==> config.mk <==
export PLATFORM = sky130hd
export DESIGN_NAME = demux_logic_engine
export DESIGN_NICKNAME = d
export VERILOG_FILES = /design/src/rtl/demux_gate_pkg.sv /design/src/rtl/demux_gate_slice.sv /design/src/rtl/demux_logic_engine.sv
export SDC_FILE = /design/constraint.sdc
export NUM_CORES = 1
export LEC_CHECK = 0
export BUFFER_PORTS_ARGS = -buffer_cell sky130_fd_sc_hd__buf_2
export CORE_MARGIN = 2
export CORE_UTILIZATION = 40
export CTS_CLUSTER_SIZE = 8
export DETAILED_ROUTE_END_ITERATION = 16
export GPL_TIMING_DRIVEN = 0
export PLACE_DENSITY_LB_ADDON = 0.2
export SYNTH_ARGS = -nofsm -noshare
export SYNTH_HDL_FRONTEND = slang
export SYNTH_SLANG_ARGS = --single-unit
==> constraint.sdc <==
create_clock -name clk -period 2.7 [get_ports clk]
set_clock_uncertainty 0.15 [all_clocks]
set_input_delay 0.135 -clock clk [delete_from_list [all_inputs] [get_ports clk]]
set_output_delay 0.135 -clock clk [all_outputs]
set_load 0.05 [all_outputs]
==> src/rtl/demux_gate_pkg.sv <==
// demux_gate_pkg
//   Shared definitions for the demux logic engine:
//   - op_e     : operation codes (AND, OR, NOT, NAND, NOR, XOR, XNOR, BUF)
//   - state_e  : engine FSM encoding (IDLE=0, RUN=1, DONE=2; code 3 is unused)
//   - cnt_width: width of the chunk counter for a given chunk count (minimum 1)
//   - dmx      : 1:2 demultiplexer primitive used to build every logic function
package demux_gate_pkg;

  typedef enum logic [2:0] {
    OP_AND  = 3'd0,
    OP_OR   = 3'd1,
    OP_NOT  = 3'd2,
    OP_NAND = 3'd3,
    OP_NOR  = 3'd4,
    OP_XOR  = 3'd5,
    OP_XNOR = 3'd6,
    OP_BUF  = 3'd7
  } op_e;

  typedef enum logic [1:0] {
    ST_IDLE = 2'd0,
    ST_RUN  = 2'd1,
    ST_DONE = 2'd2
  } state_e;

  function automatic int unsigned cnt_width(input int unsigned chunks);
    return (chunks > 1) ? $clog2(chunks) : 1;
  endfunction

  // Steers d to output [1] when s=1, otherwise to output [0]; the idle
  // output is held at 0. Result is {out1, out0}.
  function automatic logic [1:0] dmx(input logic d, input logic s);
    return s ? {d, 1'b0} : {1'b0, d};
  endfunction

endpackage

==> src/rtl/demux_gate_slice.sv <==
// demux_gate_slice
//   One result bit of the logic engine, built purely from 1:2 demux steering.
//   Ports:
//     a_i  in  1  operand A bit
//     b_i  in  1  operand B bit (unused by NOT and BUF)
//     op   in  3  operation code (see demux_gate_pkg::op_e)
//     y_o  out 1  result bit
import demux_gate_pkg::*;

module demux_gate_slice (
  input  logic       a_i,
  input  logic       b_i,
  input  logic [2:0] op,
  output logic       y_o
);

  logic [1:0] d_na, d_nb, d_ab, d_nanb, d_or, d_nand;
  logic [1:0] d_anb, d_np, d_nq, d_pq, d_xor, d_buf;
  logic       na, nb, and_v, nor_v, or_v, nand_v;
  logic       p_v, q_v, np_v, nq_v, xnor_v, xor_v, buf_v;

  always_comb begin
    // Steering a constant 1 by x leaves it on the "x=0" output: that is ~x.
    d_na   = dmx(1'b1, a_i);
    na     = d_na[0];
    d_nb   = dmx(1'b1, b_i);
    nb     = d_nb[0];

    // b steered by a: out1 = a&b, out0 = ~a&b.
    d_ab   = dmx(b_i, a_i);
    and_v  = d_ab[1];
    q_v    = d_ab[0];

    d_nanb = dmx(nb, na);
    nor_v  = d_nanb[1];
    d_or   = dmx(1'b1, nor_v);
    or_v   = d_or[0];
    d_nand = dmx(1'b1, and_v);
    nand_v = d_nand[0];

    // XOR is the OR of the two disjoint terms a&~b and ~a&b, built De Morgan
    // style; the intermediate (~p & ~q) is XNOR directly.
    d_anb  = dmx(nb, a_i);
    p_v    = d_anb[1];
    d_np   = dmx(1'b1, p_v);
    np_v   = d_np[0];
    d_nq   = dmx(1'b1, q_v);
    nq_v   = d_nq[0];
    d_pq   = dmx(nq_v, np_v);
    xnor_v = d_pq[1];
    d_xor  = dmx(1'b1, xnor_v);
    xor_v  = d_xor[0];

    d_buf  = dmx(1'b1, na);
    buf_v  = d_buf[0];
  end

  always_comb begin
    y_o = 1'b0;
    case (op)
      OP_AND:  y_o = and_v;
      OP_OR:   y_o = or_v;
      OP_NOT:  y_o = na;
      OP_NAND: y_o = nand_v;
      OP_NOR:  y_o = nor_v;
      OP_XOR:  y_o = xor_v;
      OP_XNOR: y_o = xnor_v;
      OP_BUF:  y_o = buf_v;
      default: y_o = 1'b0;
    endcase
  end

endmodule

==> src/rtl/demux_logic_engine.sv <==
// demux_logic_engine
//   Serialised bitwise logic unit: evaluates one of eight logic ops on WIDTH-bit
//   operands, LANES result bits per RUN cycle, with valid/ready handshakes.
//   Parameters: WIDTH (>=1), LANES (WIDTH % LANES == 0).
//   Ports:
//     clk        in   1      rising-edge clock
//     rst        in   1      synchronous active-high reset
//     in_valid   in   1      operand transfer request
//     in_ready   out  1      high only in IDLE
//     a, b       in   WIDTH  operands (b unused for NOT/BUF)
//     op         in   3      operation code
//     out_valid  out  1      result available (DONE)
//     out_ready  in   1      consumer accepts result
//     y          out  WIDTH  result register
//     busy       out  1      high in RUN or DONE
//     out_parity out  1      ^y, only when DEMUX_LOGIC_PARITY_EN is defined
import demux_gate_pkg::*;

module demux_logic_engine #(
  parameter int unsigned WIDTH = 8,
  parameter int unsigned LANES = 2
) (
  input  logic             clk,
  input  logic             rst,
  input  logic             in_valid,
  output logic             in_ready,
  input  logic [WIDTH-1:0] a,
  input  logic [WIDTH-1:0] b,
  input  logic [2:0]       op,
  output logic             out_valid,
  input  logic             out_ready,
  output logic [WIDTH-1:0] y,
  output logic             busy
`ifdef DEMUX_LOGIC_PARITY_EN
  ,
  output logic             out_parity
`endif
);

  if (WIDTH < 1 || LANES < 1 || (WIDTH % LANES) != 0) begin : g_param_check
    $error("demux_logic_engine: WIDTH must be >=1 and a multiple of LANES");
  end

  localparam int unsigned NCHUNK = WIDTH / LANES;
  localparam int unsigned CW     = cnt_width(NCHUNK);
  localparam logic [CW-1:0] LAST_CNT = CW'(NCHUNK - 1);

  state_e           state_q, state_d;
  logic [WIDTH-1:0] a_q, a_d, b_q, b_d, y_q, y_d;
  logic [2:0]       op_q, op_d;
  logic [CW-1:0]    count_q, count_d;
  logic [LANES-1:0] a_chunk, b_chunk, y_chunk;
  logic             accept, last_chunk;
`ifdef DEMUX_LOGIC_PARITY_EN
  logic             parity_q, parity_d;
`endif

  assign accept     = in_valid && in_ready;
  assign last_chunk = (count_q == LAST_CNT);

  // Operand chunk selected by the current count.
  always_comb begin
    a_chunk = '0;
    b_chunk = '0;
    for (int unsigned c = 0; c < NCHUNK; c++) begin
      if (count_q == CW'(c)) begin
        a_chunk = a_q[c*LANES +: LANES];
        b_chunk = b_q[c*LANES +: LANES];
      end
    end
  end

  for (genvar i = 0; i < LANES; i++) begin : g_lane
    demux_gate_slice u_slice (
      .a_i (a_chunk[i]),
      .b_i (b_chunk[i]),
      .op  (op_q),
      .y_o (y_chunk[i])
    );
  end

  // State register
  always_ff @(posedge clk) begin
    if (rst) begin
      state_q <= ST_IDLE;
    end else begin
      state_q <= state_d;
    end
  end

  // Next-state logic; unused code 3 falls back to IDLE.
  always_comb begin
    state_d = state_q;
    case (state_q)
      ST_IDLE: if (accept)                 state_d = ST_RUN;
      ST_RUN:  if (last_chunk)             state_d = ST_DONE;
      ST_DONE: if (out_valid && out_ready) state_d = ST_IDLE;
      default:                             state_d = ST_IDLE;
    endcase
  end

  // FSM outputs
  always_comb begin
    in_ready  = (state_q == ST_IDLE);
    out_valid = (state_q == ST_DONE);
    busy      = (state_q == ST_RUN) || (state_q == ST_DONE);
  end

  // Datapath next values
  always_comb begin
    a_d     = a_q;
    b_d     = b_q;
    op_d    = op_q;
    y_d     = y_q;
    count_d = count_q;
`ifdef DEMUX_LOGIC_PARITY_EN
    parity_d = parity_q;
`endif
    case (state_q)
      ST_IDLE: begin
        if (accept) begin
          a_d     = a;
          b_d     = b;
          op_d    = op;
          y_d     = '0;
          count_d = '0;
`ifdef DEMUX_LOGIC_PARITY_EN
          parity_d = 1'b0;
`endif
        end
      end
      ST_RUN: begin
        for (int unsigned c = 0; c < NCHUNK; c++) begin
          if (count_q == CW'(c)) begin
            y_d[c*LANES +: LANES] = y_chunk;
          end
        end
        count_d = count_q + 1'b1;
`ifdef DEMUX_LOGIC_PARITY_EN
        // Parity of the completed result, captured with the final chunk.
        if (last_chunk) begin
          parity_d = ^y_d;
        end
`endif
      end
      default: ;
    endcase
  end

  always_ff @(posedge clk) begin
    if (rst) begin
      a_q     <= '0;
      b_q     <= '0;
      op_q    <= '0;
      y_q     <= '0;
      count_q <= '0;
`ifdef DEMUX_LOGIC_PARITY_EN
      parity_q <= 1'b0;
`endif
    end else begin
      a_q     <= a_d;
      b_q     <= b_d;
      op_q    <= op_d;
      y_q     <= y_d;
      count_q <= count_d;
`ifdef DEMUX_LOGIC_PARITY_EN
      parity_q <= parity_d;
`endif
    end
  end

  assign y = y_q;
`ifdef DEMUX_LOGIC_PARITY_EN
  assign out_parity = parity_q;
`endif

endmodule

# Word-level counts from Yosys, hierarchy flattened

Index checks and enable logic that the tools add are counted.

Output and inout bits: 11
Register bits: 31
Input port bits: 23

Reduce and logical (&&, ||, !) cells: 14
Equal/unequal tests: 18
Multiplexer cells: 46
Add/sub/neg operators: 1

Operators by type and width:

| operator                                                                 | count |
|---|---|
| 2-bit 2-to-1 mux                                                         | 24 |
| 1-bit 2-to-1 mux                                                         | 16 |
| 1-bit case mux with 8 select lines                                       | 2 |
| 8-bit case mux with 2 select lines                                       | 1 |
| 3-bit AND reduction                                                      | 5 |
| 3-bit == test (second input constant)                                    | 4 |
| 2-bit by 1-bit inequality test with 1-bit output (second input constant) | 5 |
| 8-bit 2-to-1 mux                                                         | 1 |
| 2-bit == test (second input constant)                                    | 3 |
| 3-bit by 2-bit == test with 1-bit output (second input constant)         | 2 |
| 2-bit case mux with 3 select lines                                       | 1 |
| 2-bit by 1-bit == test with 1-bit output (second input constant)         | 2 |
| 2-bit zero test                                                          | 2 |
| 2-bit case mux with 2 select lines                                       | 1 |
| 2-bit AND reduction                                                      | 2 |
| 3-bit by 1-bit == test with 1-bit output (second input constant)         | 1 |
| 3-bit zero test                                                          | 1 |
| 2-bit by 1-bit adder with 2-bit output (second input constant)           | 1 |
| 1-bit logical AND                                                        | 2 |
| 2-bit inequality test (second input constant)                            | 1 |
| 2-bit nonzero test                                                       | 1 |
| 1-bit logical OR                                                         | 1 |

# Logic depth before layout (Yosys ltp)

Gate-level depths: netlist of the first run.

Depth after elaboration: 13
Depth in mapped cells: 11
Depth with buffers taken out: 10

# Hierarchy

Synthesis of the first run repeated with hierarchy kept, for this count alone.

Cells, all modules: 212
Area total of the unflattened synthesis: 1793.0 sq um

Modules (own cells, without submodules):

| module                                | sequential area each (sq um) | times used | cells each | area each (sq um) |
|---|---|---|---|---|
| demux_logic_engine                    | 620.6                        | 1          | 185        | 1576.5 |
| demux_gate_slice at g_lane[0].u_slice | 0.0                          | 1          | 17         | 116.4 |
| demux_gate_slice at g_lane[1].u_slice | 0.0                          | 1          | 10         | 100.1 |

# Worst setup path before layout of the first run

Ideal clock, no wire load.

Path kind: register -> register
Start point: register count_q[0]
End point: register y_q[7] (netlist: y[7])
Stages on the path, launching flop included: 12
Setup slack: 0.251 ns
Required time: 2.418 ns
Path buffers: 1
Arrival: 2.166 ns
Clock period less this slack: 2.449 ns
Cell sequence: dfxtp_1 inv_1 ha_1 clkbuf_2 nor3b_1 a221o_1 ha_1 nand2_1 o22ai_1 o2bb2ai_1 a211oi_4 o32ai_1

Longest elaborated chain between the ends: 13

Ends and longest elaborated chain:

| what                               | line                      | text |
|---|---|---|
| start, declared                    | demux_logic_engine.sv:51  | `logic [CW-1:0] count_q, count_d;` |
| start signal, assigned             | demux_logic_engine.sv:165 | `count_q <= count_d;` |
| 2-bit zero test                    | demux_logic_engine.sv:66  | `if (count_q == CW'(c)) begin` |
| 2-bit 2-to-1 mux (4 in series)     | demux_logic_engine.sv:66  |  |
| 1-bit 2-to-1 mux                   | demux_gate_pkg.sv:33      | `return s ? {d, 1'b0} : {1'b0, d};` |
| 2-bit 2-to-1 mux                   | demux_gate_pkg.sv:33      |  |
| 1-bit 2-to-1 mux                   | demux_gate_pkg.sv:33      |  |
| 2-bit 2-to-1 mux                   | demux_gate_pkg.sv:33      |  |
| 1-bit 2-to-1 mux                   | demux_gate_pkg.sv:33      |  |
| 1-bit case mux with 8 select lines | demux_gate_slice.sv:60    | `case (op)` |
| 2-bit 2-to-1 mux                   | demux_logic_engine.sv:134 | `if (count_q == CW'(c)) begin` |
| 8-bit case mux with 2 select lines | demux_logic_engine.sv:119 | `case (state_q)` |
| end signal, assigned               | demux_logic_engine.sv:164 | `y_q <= y_d;` |
| end, declared                      | demux_logic_engine.sv:49  | `logic [WIDTH-1:0] a_q, a_d, b_q, b_d, y_q, y_d;` |

Several ways; a longest one is shown, not always the timed one. The select of a mux whose other input is x is not followed.
A chain may end at the register's enable or synchronous reset.

# Final worst setup path of the first run

Same ends and word-level chain as after synthesis.

==> results of run 1 <==
## through the flow
step	power (mW)	TNS, ns	util (%)
2_1_floorplan	0.766	0	-
3_3_place_gp	0.839	-0.00264	46.8
3_5_place_dp	0.842	-0.0103	46.8
4_1_cts	1.34	0	54.8
5_1_grt	1.43	-0.00792	57.3
6_report	1.35	0	57.3
## cells in the final DEF, fill, tap and decap left out, types with 3 or more instances in the layout
cell type,count
nand2_1,43
dfxtp_1,29
dlygate4sd3_1,20
nand3b_1,4
o32ai_1,6
clkbuf_1,9
a221o_1,3
nor2_1,8
nor3b_1,4
ha_4,5
nand3_1,8
buf_2,33
inv_1,20
mux2i_1,3
clkbuf_8,6
a21oi_1,24
a211oi_1,3
ha_1,4
## registers in the layout, indices dropped and copies added (netlist names)
signal	flops
a_q	8
count_q	2
state_q	2
op_q	3
y	8
b_q	8
## kinds of logic (layout without fill, tap and decap cells)
family,count (synthesis),count (layout),synth area share (%)
buffers and inverters,33,94,7.91
AOI/OAI and AO/OA,53,53,23.0
adders and majority gates,9,9,6.91
and+or+nand+nor,75,75,20.9
DFF,31,31,38.1
muxes,5,5,3.23
## cell type report
cell class	count	share of cell area, %
flip-flops and latches	31	27.6
well taps	50	2.75
repair buffers	54	16.4
clock inverters	2	1.54
clock buffers	6	3.63
inverters	21	3.47
multi-input cells	142	42.6
plain buffers	11	1.98
## layer usage
layer / GRT usage, % / vias to the layer above / wire length (um) / share of wire [%]
li1: - / 823 / - / -
met1: 23.0 / 692 / 1840 / 50
met2: 29.8 / 23 / 1670 / 45
met3: 3.95 / 6 / 128 / 3.5
met4: 6.75 / 0 / 54 / 1.5
met5: 0 / - / 0 / 0
## timing repair
| item | CTS | global route |
|---|---|---|
| hold endpoints to repair | 20 | 0 |
| hold buffers | 20 | 0 |
| setup buffers | 0 | 1 |
| gates resized for setup | 0 | 19 |
| pin swaps | 2 | 2 |
| setup endpoints to repair | 8 | 8 |
## cells in the mapped netlist
master / n / area share [%]
a211oi_1: 4 / 1.8
a211oi_4: 2 / 2.5
a21oi_1: 24 / 7.4
a221o_1: 4 / 2.5
a32oi_1: 1 / 0.54
and2_1: 1 / 0.38
and3_1: 1 / 0.38
buf_1: 1 / 0.23
buf_4: 1 / 0.46
clkbuf_1: 9 / 2.1
clkbuf_2: 1 / 0.31
dfxtp_1: 31 / 38
ha_1: 9 / 6.9
inv_1: 21 / 4.8
mux2_2: 2 / 1.4
mux2i_1: 3 / 1.8
nand2_1: 43 / 9.9
nand2b_1: 2 / 0.77
nand3_1: 8 / 2.5
nand3b_1: 4 / 1.8
nor2_1: 8 / 1.8
nor2b_1: 2 / 0.77
nor3_1: 1 / 0.31
nor3b_1: 4 / 1.8
o21a_1: 2 / 0.92
o21ai_0: 2 / 0.61
o21ai_1: 2 / 0.61
o22ai_1: 2 / 0.77
o2bb2ai_1: 2 / 1.1
o32ai_1: 8 / 4.3
or2_2: 1 / 0.38
## worst max-delay path by stage
stage | start | depth (start not counted) | to
after global routing | count_q[0] | 10 | y[6]
after CTS | count_q[0] | 11 | y[2]
final | count_q[0] | 10 | y[7]
after detailed placement | count_q[0] | 11 | y[7]
after global placement | count_q[0] | 11 | y[7]
after floorplan | count_q[0] | 11 | y[7]
## report_power, final
group | internal, mW | switching (mW)
sequential | 0.490 | 0.0215
combinational | 0.144 | 0.221
clock | 0.298 | 0.179
## tightest hold or removal path, stage by stage
cell	delay (ns)
buf_2	0.07
o21ai_0	0.11
nor2_1	0.11
nor3_1	0.05
==> results_dict.tcl, run 1 <==
set metrics [dict create \
    drtIter0Drc 45 \
    cp.buffers_inverters 1 \
    syn_area_per_cell_um2 7.91 \
    antenna_found_initial 0 \
    ant_nets 0 \
    hp-class "in -> reg" \
    multi_input_area_um2 970 \
    start_util_pct 41.0 \
    cts_root_buf "clkbuf_8" \
    min_to "state_q[1]" \
    die_width_um 67.8 \
    syn_nets 238 \
    h-tree-depth 2 \
    worstMarginPinSlew_ns 0.640 \
    fp-row-count 23 \
    cts_buffers 5 \
    place_inst 289 \
    die_y_um 67.8 \
    ys_seq_elements 31 \
    arrival_ns 2.54 \
    pre_cts_ws_ns -0.0103 \
    worst_r2r_path_depth 10 \
    max-cap-violations 0 \
    final_cell_count_no_fill 317 \
    cpPeakStageDelay_ns 0.40 \
    worstReg2RegEnd "y[7]" \
    drc 0 \
    syn_area_um2 1630 \
    clock_insertion_delay_worst_skew_ns 0.29 \
    finalCritPeriodShare_pct 93.7 \
    dieArea_um2 4600 \
    drt-total-wl_um 3690 \
    yosysSeqAreaShare_pct 38.1 \
    required_ns 2.71 \
    drive_gt1_share_pct 22.8 \
    grt_pass1_wl_um 6220 \
    critPathSlowestCell "a221o_1" \
    place.gp.congestion 0.764 \
    vias 1544 \
    grt_max_degree 11 \
    portBuffers 33 \
    num_io_pins 34 \
    grt_pass1_vias 1366 \
    wl_per_cell_um 11.6 \
    hold_path_startpoint "out_ready" \
    synth_cell_types 31 \
    dpl_cell_area_um2 1860 \
    seqCellArea_um2 628 \
    leakagePower_nw 0.897 \
    clk_path_buf_depth 2 \
    viasPerCell 4.87 \
    dr.pass1.iters 4 \
    netlist_instances 206 \
    max-slew-margin-rel_pct 56.9 \
    cp-start-kind "flip-flop" \
    peakVddDrop_uv 329 \
    cts_num_sinks 31 \
    gr-total-overflow 0 \
    status "complete, no violations" \
    hold_violations 0 \
    setup_violations 0 \
    area_growth_pct 39.6 \
    path_cells "inv_1 -> ha_4 -> a211oi_1 -> a221o_1 -> ha_1 -> nand2_1 -> o22ai_1 -> o2bb2ai_1 -> a211oi_4 -> o32ai_1" \
    crit_fanout 9 \
    worst-r2r-setup-slack_ns 0.17 \
    dp_hpwl_um 2580 \
    holdWs_ns 0.0828 \
    min_period_ns 2.53 \
    cts_tree "done" \
    core-area_um2 3970 \
    fin_ws_ns 0.169 \
    stdcell_area_um2 2270 \
    crit_type "reg -> reg" \
    num_antenna_cells 0 \
    powerDensity_nw_per_um2 595 \
    grt.total_usage_pct 18.0 \
    fmax_ghz 0.395 \
    min_path_cells 4 \
    drv_slew 0 \
    fillCellCount 386 \
    crit_path_end_kind "flip-flop" \
    cts.clk_slew.worst_paths_ns 0.07 \
    final_nets 298 \
    yosysWarnings 0 \
    crit_family "compound AO/OA/AOI/OAI gates" \
    reg2reg_from "count_q[0]" \
]
(Power assumes the default switching activity.)
==> run 2, diff against run 1 <==
--- a/config.mk
+++ b/config.mk
@@ -12,6 +12,7 @@
 export DETAILED_ROUTE_END_ITERATION = 16
 export GPL_TIMING_DRIVEN = 0
 export PLACE_DENSITY_LB_ADDON = 0.2
+export REMOVE_ABC_BUFFERS = 1
 export SYNTH_ARGS = -nofsm -noshare
 export SYNTH_HDL_FRONTEND = slang
 export SYNTH_SLANG_ARGS = --single-unit
==> results_dict.tcl, run 2 (synthesis gave the netlist of run 1 again) <==
set metrics [dict create \
    status "complete, no violations" \
    ant_nets 0 \
    grt_pass1_vias 1375 \
    leakagePower_nw 0.852 \
    cts_root_buf "clkbuf_8" \
    core-area_um2 3970 \
    viasPerCell 5.07 \
    portBuffers 33 \
    crit_fanout 9 \
    clock_insertion_delay_worst_skew_ns 0.29 \
    reg2reg_from "count_q[1]" \
    max-cap-violations 0 \
    cpPeakStageDelay_ns 0.39 \
    mostFrequentLayoutCell "nand2_1" \
    worst-r2r-setup-slack_ns 0.09 \
    min_path_cells 4 \
    finalCritPeriodShare_pct 96.9 \
    final_nets 286 \
    crit_type "reg -> reg" \
    max-slew-margin-rel_pct 56.1 \
    die_width_um 67.8 \
    wl_per_cell_um 12.0 \
    min_period_ns 2.61 \
    min_to "state_q[1]" \
    place.gp.congestion 0.809 \
    dpl_cell_area_um2 1810 \
    cts.clk_slew.worst_paths_ns 0.07 \
    powerDensity_nw_per_um2 566 \
    hold_path_startpoint "out_ready" \
    dr.pass1.iters 4 \
    dp_hpwl_um 2360 \
    cts_buffers 5 \
    grt_max_degree 33 \
    dieArea_um2 4600 \
    stdcell_area_um2 2160 \
    final_util_pct 54.3 \
    h-tree-depth 2 \
    start_util_pct 41.0 \
    drt-total-wl_um 3660 \
    gr-total-overflow 0 \
    vias 1547 \
    drc 0 \
    area_growth_pct 32.5 \
    arrival_ns 2.62 \
    total_power_mw 1.22 \
    die_y_um 67.8 \
    worst_r2r_path_depth 10 \
    fmax_ghz 0.382 \
    path_cells "inv_1 -> ha_4 -> nand3b_1 -> a221o_1 -> ha_1 -> nand2_1 -> o22ai_1 -> o2bb2ai_2 -> a211oi_4 -> o32ai_2" \
    fp-row-count 23 \
    setup_violations 0 \
    grt_pass1_wl_um 6130 \
    peakVddDrop_uv 312 \
    drtIter0Drc 94 \
    critPathSlowestCell "a221o_1" \
    num_antenna_cells 0 \
    drv_slew 0 \
    required_ns 2.70 \
    cts_tree "done" \
    antenna_found_initial 0 \
    crit_path_end_kind "flip-flop" \
    cts_num_sinks 31 \
    cp-start-kind "flip-flop" \
    hold_violations 0 \
    worstMarginPinSlew_ns 0.658 \
    worstReg2RegEnd "y[7]" \
    mostFrequentLayoutCells "nand2_1, buf_2, dfxtp_1" \
    grt.total_usage_pct 17.8 \
    clk_path_buf_depth 2 \
    drive_gt1_share_pct 21.6 \
    hp-class "in -> reg" \
    num_io_pins 34 \
]
run 2: routing by layer:
layer	GRT usage [%]	part of all wire [%]	vias up
li1	-	-	802
met1	22.2	47	703
met2	28.6	47	34
met3	5.92	3.9	8
met4	6.75	2.1	0
met5	0	0	-
run 2: where the power goes:
group          internal [mW]  total [mW]  leakage [nW]  switching, mW
sequential             0.490       0.518         0.255         0.0276
clock                  0.180       0.361        0.0412          0.182
combinational          0.135       0.342         0.557          0.208
run 2: repair_timing:
action / 4_1_cts / 5_1_grt
hold buffers: 19 / 0
cloned: 0 / 0
setup endpoints to repair: 6 / 8
pin swaps: 1 / 4
endpoints found under the hold margin: 19 / 0
gates resized for setup: 2 / 12
buffers inserted: 0 / 1
run 2: worst max-delay path: cells and delay by family, from the launching register on:
kind                     cells  cell delay, ns
buffers and inverters        1            0.10
adder cells (fa/ha/maj)      2            0.52
AND/OR/NAND/NOR              2            0.22
AO/OA/AOI/OAI                5            1.10
flip-flops                   1            0.38
run 2: final cells by class:
type,count,area [um2]
Multi-Input combinational cell,142,943
Sequential cell,31,626
Fill cell,386,1810
Inverter,21,78.8
Clock buffer,6,72.6
Clock inverter,2,12.5
Timing Repair Buffer,53,363
Tap cell,50,62.6
run 2: metrics by stage:
| step | hold WS (ns) | cells | setup TNS, ns | setup slack [ns] |
|---|---|---|---|---|
| floorplan | 0.0541 | 194 | 0 | 0.280 |
| global placement | 0.226 | 277 | -0.0823 | -0.0385 |
| detailed placement | 0.231 | 277 | -0.185 | -0.0604 |
| CTS | 0.0913 | 304 | 0 | 0.0338 |
| global route | 0.123 | 305 | -0.0486 | -0.0203 |
| finish | 0.0903 | 305 | 0 | 0.0850 |
run 2: worst max-delay path by stage:
stage | cells after the start | to | start | slack (ns)
3_5_place_dp | 9 | y[7] | count_q[0] | -0.06
5_1_grt | 10 | y[7] | count_q[1] | -0.02
4_1_cts | 10 | y[7] | count_q[1] | 0.03
6_report | 10 | y[7] | count_q[1] | 0.09
3_3_place_gp | 9 | y[7] | count_q[0] | -0.04
2_1_floorplan | 9 | y[7] | count_q[0] | 0.28
==> run 3, diff against run 2 <==
--- a/config.mk
+++ b/config.mk
@@ -7,7 +7,7 @@
 export LEC_CHECK = 0
 export BUFFER_PORTS_ARGS = -buffer_cell sky130_fd_sc_hd__buf_2
 export CORE_MARGIN = 2
-export CORE_UTILIZATION = 40
+export CORE_UTILIZATION = 30
 export CTS_CLUSTER_SIZE = 8
 export DETAILED_ROUTE_END_ITERATION = 16
 export GPL_TIMING_DRIVEN = 0
==> constraint.sdc (replaced) <==
create_clock -name clk -period 2.7 [get_ports clk]
set_clock_uncertainty 0.15 [all_clocks]
set_input_delay 0.135 -clock clk [delete_from_list [all_inputs] [get_ports clk]]
set_output_delay 0.135 -clock clk [all_outputs]
set_load 0.005 [all_outputs]
==> results_dict.tcl, run 3 (synthesis gave the netlist of run 1 again) <==
set metrics [dict create \
    place.gp.congestion 0.728 \
    crit_path_end_kind "flip-flop" \
    grt_pass1_wl_um 6350 \
    fin_setup_tns_ns 0 \
    wl_per_cell_um 11.4 \
    peakVddDrop_uv 300 \
    clk_path_buf_depth 2 \
    start_util_pct 31.5 \
    h-tree-depth 2 \
    dieArea_um2 6040 \
    worstMarginPinSlew_ns 0.678 \
    final_nets 287 \
    reg2reg_from "count_q[1]" \
    worstReg2RegEnd "y[7]" \
    antenna_found_initial 0 \
    final_cell_count_no_fill 326 \
    grt_max_degree 33 \
    cts_root_buf "clkbuf_8" \
    die_y_um 77.7 \
    max-slew-margin-rel_pct 54.3 \
    vias 1524 \
    final_util_pct 41.9 \
    cts.clk_slew.worst_paths_ns 0.07 \
    cts_num_sinks 31 \
    crit_fanout 9 \
    startpoint "count_q[1]" \
    powerDensity_nw_per_um2 592 \
    hold_path_startpoint "out_ready" \
    portBuffers 33 \
    holdWs_ns 0.0894 \
    drv_slew 0 \
    num_io_pins 34 \
    drive_gt1_share_pct 20.7 \
    cts_tree "done" \
    clock_insertion_delay_worst_skew_ns 0.29 \
    cp.buffers_inverters 1 \
    crit_family "compound AO/OA/AOI/OAI gates" \
    cts_buffers 5 \
    cpPeakStageDelay_ns 0.37 \
    min_period_ns 2.52 \
    grt.total_usage_pct 13.2 \
    max-cap-violations 0 \
    multi_input_area_um2 897 \
    area_growth_pct 33.2 \
    drc 0 \
    worst_r2r_path_depth 10 \
    critPathSlowestCell "dfxtp_2" \
    mostFrequentLayoutCell "nand2_1" \
    min_path_cells 4 \
    min_to "state_q[1]" \
    viasPerCell 4.67 \
    finalCritPeriodShare_pct 93.4 \
    worst-r2r-setup-slack_ns 0.18 \
    arrival_ns 2.53 \
    path_cells "inv_1 -> ha_2 -> nand3b_1 -> a221o_1 -> ha_1 -> nand2_1 -> o22ai_1 -> o2bb2ai_1 -> a211oi_4 -> o32ai_1" \
    required_ns 2.71 \
    fillCellCount 544 \
    num_antenna_cells 0 \
    core-area_um2 5170 \
    mostFrequentLayoutCells "nand2_1, buf_2, dfxtp_1" \
    cp-start-kind "flip-flop" \
    grt_pass1_vias 1425 \
    leakagePower_nw 0.862 \
    drtIter0Drc 63 \
    status "complete, no violations" \
    fmax_ghz 0.397 \
    drt-total-wl_um 3730 \
    hold_violations 0 \
    place_inst 297 \
    grt_setup_unrepaired "false" \
    gr-total-overflow 0 \
    dr.pass1.iters 4 \
    dp_hpwl_um 2500 \
    seqCellArea_um2 623 \
    hp-class "in -> reg" \
    total_power_mw 1.28 \
    crit_type "reg -> reg" \
    die_width_um 77.7 \
    fp-row-count 26 \
    setup_violations 0 \
    ant_nets 0 \
]
run 3: cell count changes in the layout (fill, tap and decap cells not counted), sizes merged:
cell	previous run	this run
clkinv	1	2
bufinv	0	1
buf	34	35
clkbuf	6	5
clkinvlp	1	0
run 3: area by class of cell:
type / count / area share (%)
Inverter: 21 / 3.63
Sequential cell: 31 / 28.7
Timing Repair Buffer: 54 / 17.1
Multi-Input combinational cell: 142 / 41.3
Clock inverter: 3 / 2.02
Tap cell: 70 / 4.04
Clock buffer: 5 / 3.17
run 3: layer usage:
metal	track usage [%]	up-vias	share of wire (%)
met3	3.60	7	3.7
met1	16.5	688	48
met5	0	-	0
met2	21.1	27	46
met4	5.89	0	1.8
li1	-	802	-
run 3: worst max-delay path by stage:
stage / to / cells after the start
6_report: y[7] / 10
3_5_place_dp: y[7] / 9
2_1_floorplan: y[7] / 9
5_1_grt: y[5] / 10
4_1_cts: y[7] / 10
3_3_place_gp: y[7] / 9
run 3: report_power, final:
| part | switching, mW | total [mW] | internal [mW] | leakage (nW) |
|---|---|---|---|---|
| Combinational | 0.167 | 0.296 | 0.129 | 0.549 |
| Clock | 0.198 | 0.473 | 0.275 | 0.0581 |
| Sequential | 0.0255 | 0.516 | 0.491 | 0.254 |
| Total | 0.390 | 1.28 | 0.895 | 0.862 |
run 3: repair_timing:
item	4_1_cts	5_1_grt
pin swaps	0	4
setup buffers	0	2
hold endpoints to repair	19	0
gates resized for setup	3	3
hold buffers	19	0
setup endpoints to repair	8	8
run 3: through the flow:
stage	worst slack (ns)	area (um2)
after floorplan	0.280	1580
after global placement	-0.0378	1830
after detailed placement	-0.0506	1830
after CTS	0.0600	2140
after global routing	0.00898	2170
final	0.179	2170
run 3: worst register-to-register path: cells and delay by family (launching register included):
kind                       cells  cell delay, ns
AOI/OAI and AO/OA              5            0.98
adders and majority gates      2            0.57
buffers and inverters          1            0.07
DFF                            1            0.37
and+or+nand+nor                2            0.25
